===== config.mk =====
export PLATFORM = sky130hd
export DESIGN_NAME = module_cla_word_sequencer
export DESIGN_NICKNAME = d
export VERILOG_FILES = /design/src/rtl/module_cla_word_sequencer.sv
export SDC_FILE = /design/constraint.sdc
export NUM_CORES = 1
export LEC_CHECK = 0
export ABC_CLOCK_PERIOD_IN_PS = 6300
export CAP_MARGIN = 20
export CORE_MARGIN = 2
export CORE_UTILIZATION = 45
export DETAILED_ROUTE_END_ITERATION = 10
export PLACE_DENSITY_LB_ADDON = 0.05
export SYNTH_ARGS = -nofsm -noshare
export SYNTH_HDL_FRONTEND = slang
export SYNTH_SLANG_ARGS = --single-unit

===== constraint.sdc =====
create_clock -name clk_i -period 6.3 [get_ports clk_i]
set_clock_uncertainty 0.1 [all_clocks]
set_input_delay 0.945 -clock clk_i [delete_from_list [all_inputs] [get_ports clk_i]]
set_output_delay 0.945 -clock clk_i [all_outputs]
set_load 0.01 [all_outputs]

===== src/rtl/module_cla_word_sequencer.sv =====
// Multi-cycle wide adder: one CLA slice reused per word, LSW first, carry chained in a register.
// Optional CLA_SEQ_SUB_EN adds sub_i for A-B (B inverted, initial carry forced to 1).

module module_carry_look_ahead_adder #(
    parameter int WIDTH = 8
) (
    input  logic [WIDTH-1:0] a_i,
    input  logic [WIDTH-1:0] b_i,
    input  logic             carry_i,
    output logic [WIDTH-1:0] sum_o,
    output logic             carry_o
);

    logic [WIDTH-1:0] g;
    logic [WIDTH-1:0] p;
    logic [WIDTH:0]   c;
    logic             acc;
    logic             pp;

    // Every carry is a flat sum of generate terms, not a ripple chain.
    always_comb begin
        g    = a_i & b_i;
        p    = a_i ^ b_i;
        c    = '0;
        c[0] = carry_i;
        acc  = 1'b0;
        pp   = 1'b0;
        for (int i = 0; i < WIDTH; i++) begin
            acc = g[i];
            pp  = p[i];
            for (int j = i - 1; j >= 0; j--) begin
                acc = acc | (pp & g[j]);
                pp  = pp & p[j];
            end
            c[i+1] = acc | (pp & carry_i);
        end
        sum_o   = p ^ c[WIDTH-1:0];
        carry_o = c[WIDTH];
    end

endmodule

module module_cla_word_sequencer #(
    parameter int CLA_WIDTH = 8,
    parameter int WORDS     = 4
) (
    input  logic                       clk_i,
    input  logic                       rst_n_i,
    input  logic                       in_valid_i,
    output logic                       in_ready_o,
    input  logic [WORDS*CLA_WIDTH-1:0] a_i,
    input  logic [WORDS*CLA_WIDTH-1:0] b_i,
    input  logic                       carry_i,
`ifdef CLA_SEQ_SUB_EN
    input  logic                       sub_i,
`endif
    output logic                       out_valid_o,
    input  logic                       out_ready_i,
    output logic [WORDS*CLA_WIDTH-1:0] sum_o,
    output logic                       carry_o,
    output logic                       busy_o
);

    localparam int W  = WORDS * CLA_WIDTH;
    localparam int CW = (WORDS > 1) ? $clog2(WORDS) : 1;

    typedef enum logic [1:0] {
        S_IDLE,
        S_RUN,
        S_DONE
    } state_e;

    state_e          state_q, state_d;
    logic [CW-1:0]   cnt_q, cnt_d;
    logic            carry_q, carry_d;
    logic            sub_q, sub_d;
    logic [W-1:0]    a_q, a_d;
    logic [W-1:0]    b_q, b_d;
    logic [W-1:0]    acc_q, acc_d;
    logic [W-1:0]    sum_q, sum_d;
    logic            cout_q, cout_d;

    logic                 sub_in;
    logic [CLA_WIDTH-1:0] a_word;
    logic [CLA_WIDTH-1:0] b_word;
    logic [CLA_WIDTH-1:0] s_sum;
    logic                 s_cout;

`ifdef CLA_SEQ_SUB_EN
    assign sub_in = sub_i;
`else
    assign sub_in = 1'b0;
`endif

    always_comb begin
        a_word = a_q[int'(cnt_q)*CLA_WIDTH +: CLA_WIDTH];
        b_word = b_q[int'(cnt_q)*CLA_WIDTH +: CLA_WIDTH];
        if (sub_q) begin
            b_word = ~b_word;
        end
    end

    module_carry_look_ahead_adder #(
        .WIDTH(CLA_WIDTH)
    ) u_slice (
        .a_i    (a_word),
        .b_i    (b_word),
        .carry_i(carry_q),
        .sum_o  (s_sum),
        .carry_o(s_cout)
    );

    // Words build up in acc; sum_q only updates on entry to DONE.
    always_comb begin
        state_d = state_q;
        cnt_d   = cnt_q;
        carry_d = carry_q;
        sub_d   = sub_q;
        a_d     = a_q;
        b_d     = b_q;
        acc_d   = acc_q;
        sum_d   = sum_q;
        cout_d  = cout_q;
        unique case (state_q)
            S_IDLE: begin
                if (in_valid_i) begin
                    state_d = S_RUN;
                    a_d     = a_i;
                    b_d     = b_i;
                    sub_d   = sub_in;
                    cnt_d   = '0;
                    carry_d = sub_in ? 1'b1 : carry_i;
                end
            end
            S_RUN: begin
                acc_d[int'(cnt_q)*CLA_WIDTH +: CLA_WIDTH] = s_sum;
                carry_d = s_cout;
                if (cnt_q == CW'(WORDS - 1)) begin
                    state_d = S_DONE;
                    cnt_d   = '0;
                    sum_d   = acc_d;
                    cout_d  = s_cout;
                end else begin
                    cnt_d = cnt_q + CW'(1);
                end
            end
            S_DONE: begin
                if (out_ready_i) begin
                    state_d = S_IDLE;
                end
            end
            default: begin
                state_d = S_IDLE;
            end
        endcase
    end

    always_ff @(posedge clk_i or negedge rst_n_i) begin
        if (!rst_n_i) begin
            state_q <= S_IDLE;
            cnt_q   <= '0;
            carry_q <= 1'b0;
            sub_q   <= 1'b0;
            a_q     <= '0;
            b_q     <= '0;
            acc_q   <= '0;
            sum_q   <= '0;
            cout_q  <= 1'b0;
        end else begin
            state_q <= state_d;
            cnt_q   <= cnt_d;
            carry_q <= carry_d;
            sub_q   <= sub_d;
            a_q     <= a_d;
            b_q     <= b_d;
            acc_q   <= acc_d;
            sum_q   <= sum_d;
            cout_q  <= cout_d;
        end
    end

    assign in_ready_o  = (state_q == S_IDLE);
    assign out_valid_o = (state_q == S_DONE);
    assign busy_o      = (state_q != S_IDLE);
    assign sum_o       = sum_q;
    assign carry_o     = cout_q;

endmodule


==> results by group <==
Run status
  • Status: completed

Die
  • Ports: 105
  • Die area: 14800 um2
  • Die Span X: 122 um
  • Initial Util: 0.465
  • Die Y: 122 um
  • Core Rows: 42
  • Core area: 13400 um2

Clocking
  • Hold_buf cts: 0
  • CTS tree: done
  • Root Driver: clkbuf_16
  • H-tree depth: 4
  • Clock Path Buffers: 2
  • TritonCTS Buffers: 17
  • Post-CTS Resized: 0
  • Clk slew on worst S/H paths: 60 ps
  • Post-CTS Setup Bufs: 0
  • Clk sinks: 134
  • Worst-Skew Late Latency: 430 ps

Critical path
  • Critical path type: flop to flop
  • Crit-path max FO: 20
  • CP Buf/Inv Count: 0
  • Data arrival time of the worst path: 3580 ps
  • Slowest CP cell: dfrtp_1
  • WP data required: 6540 ps
  • Setup crit end kind: flop
  • Crit path cell chain: mux4_2 -> ha_1 -> o21ai_0 -> o21bai_2 -> nand2_1 -> a22oi_1 -> a221oi_1 -> nor2_1
  • Top delay family on crit path: compound AO/OA/AOI/OAI gates
  • Startpoint type of the worst setup path: flop
  • Slowest stage delay, CP: 910 ps

Job
  • Max Cap Violations: 0

Min path
  • Hold crit path type: flop to flop

Timing
  • Crit share post-route: 0.530
  • Slew @ Worst Pin: 1070 ps
  • Final setup viols: 0
  • Final max-slew violation count: 0
  • Setup TNS: 0 ps
  • Fin worst setup slack: 2960 ps
  • Max Freq: 299 MHz
  • Hold Vio Cnt, Final: 0
  • RSZ-0062 raised after global routing: false
  • Tmin final: 3340 ps
  • Slew headroom: 0.281

Finish
  • Final Core Density: 0.604
  • Most common cell after layout, fill and taps aside: nand2_1
  • NumNets Final: 811
  • Ant. Diodes: 0
  • Fill count: 1159
  • Most frequent cells in the layout: nand2_1 (224), dfrtp_1 (134), clkdlybuf4s50_1 (103), nor2_1 (58)
  • Layout cells sized above 1: 0.0974
  • Reg area: 3350 um2
  • Multi-input logic area: 2700 um2
  • Post-route cell area: 8090 um2
  • Post-route non-filler standard cell count: 915
  • Synthesis-to-layout area growth: 29.9%

Route
  • Routed WL: 15300 um
  • Via-to-Cell Ratio: 5.31
  • Routed WL per cell: 16.7 um
  • DR DRC count: 0
  • Initial DRC count: 290
  • Via count: 4856
  • Post-route ant nets: 0
  • First drt pass iteration count: 4

Synth
  • Cells after synthesis: 630
  • Yosys warnings: 0
  • Synth cell types: 48
  • Seq/Total Area, Yosys: 0.538
  • Post-Synthesis Net Count: 715
  • Synth Register Bits: 134
  • Synth Area per Inst: 9.89 um2
  • Netlist Area Pre-Place: 6230 um2

Global route
  • GRT Util Overall: 0.224
  • Met2 Use GR: 0.371
  • Busiest grt layer: met2
  • Vias in the first global route: 4903
  • GR Overflow Total: 0
  • Initial antenna violation count: 0
  • Met1 GRT Util: 0.288
  • Met3 usage: 0.0501
  • First-pass GRT wire length: 25000 um
  • Largest net degree at the start of global routing: 74

Placed design
  • DP HPWL: 10400 um
  • Setup WS pre-CTS: 2950 ps
  • Final Wtd Congestion: 0.875
  • Post-DP Area: 7370 um2
  • Cell total after placement: 879
  • Port Buffers: 104

Power
  • Leak Pwr: 3.82 nW
  • Pwr dens: 618 nW/um2
  • Worst IR Drop VDD: 0.384 mV
## final cells by class
class / instances / area share
clock buffers: 20 / 0.0577
clock inverters: 12 / 0.0216
inverters: 10 / 0.00464
multi-input cells: 452 / 0.334
flip-flops and latches: 134 / 0.414
well taps: 176 / 0.0272
repair buffers: 111 / 0.140
## cells in the mapped netlist, drive strengths merged
master	instances	area, um2
nand2	225	845
dfrtp	134	3350
nor2	58	218
a221oi	24	210
a22o	24	210
buf	17	76.3
clkbuf	17	63.8
o21ai	17	85.1
a21oi	16	91.3
mux4	16	360
ha	15	188
and3	12	75.1
inv	8	30.0
and2	4	25.0
mux2i	4	40.0
o21a	4	30.0
nor3	3	25.0
nor4	3	46.3
o31ai	3	27.5
xnor2	3	26.3
clkinv	2	7.51
nand4	2	12.5
xor2	2	17.5
a211o	1	8.76
a211oi	1	12.5
a21o	1	8.76
a221o	1	11.3
a22oi	1	7.51
a2bb2oi	1	8.76
a31o	1	8.76
a31oi	1	6.26
fa	1	20.0
nand2b	1	6.26
nand3	1	5.00
nand3b	1	7.51
nor2b	1	6.26
nor4b	1	23.8
o211ai	1	7.51
o21bai	1	11.3
o22ai	1	6.26
## registers in the layout (all words and copies together) (netlist names)
name / cells
b_q: 32
sum_o: 32
acc_q: 32
carry_o: 1
a_q: 32
carry_q: 1
cnt_q: 2
state_q: 2
## cell families after synthesis
logic type	count (synthesis)	synth area share
flops	134	0.538
buf+inv	44	0.0285
fa+ha+maj	16	0.0333
mux	20	0.0643
simple gates	312	0.208
xor+xnor	5	0.00703
compound gates	99	0.121
## through the flow
stage | total power (W) | hold WS [ps]
after global placement | 0.00384 | 353
after floorplan | 0.00305 | 340
after detailed placement | 0.00393 | 357
after global routing | 0.00535 | 395
after CTS | 0.00500 | 370
final | 0.00500 | 367
## worst register-to-register path, cell delays in order, from the launching register on
cell and delay, ps:
dfrtp_1 910, mux4_2 430, ha_1 350, o21ai_0 160, o21bai_2 250, nand2_1 160
a22oi_1 580, a221oi_1 170, nor2_1 150
## per-layer routing
layer | wire, um | part of all wire
met4 | 300 | 0.020
met2 | 7530 | 0.49
met5 | 0 | 0
met1 | 6740 | 0.44
met3 | 710 | 0.046
## where the power goes
part | internal (W) | switching (W)
clock | 0.000692 | 0.000370
sequential | 0.00122 | 0.000221
combinational | 0.000991 | 0.00150
## path summary, 6_finish.rpt
kind	start	end	slack (ps)	depth (start not counted)
max	cnt_q[1]$_DFFE_PN0P_	sum_o[28]$_DFFE_PN0P_	2960	8
min	a_q[19]$_DFFE_PN0P_	a_q[19]$_DFFE_PN0P_	370	2
max reg2reg	cnt_q[1]$_DFFE_PN0P_	sum_o[28]$_DFFE_PN0P_	2960	8
min reg2reg	a_q[19]$_DFFE_PN0P_	a_q[19]$_DFFE_PN0P_	370	2
max in group asynchronous	rst_n_i	b_q[19]$_DFFE_PN0P_	4210	2
min in group asynchronous	rst_n_i	sum_o[7]$_DFFE_PN0P_	490	1
(Power assumes the default switching activity.)
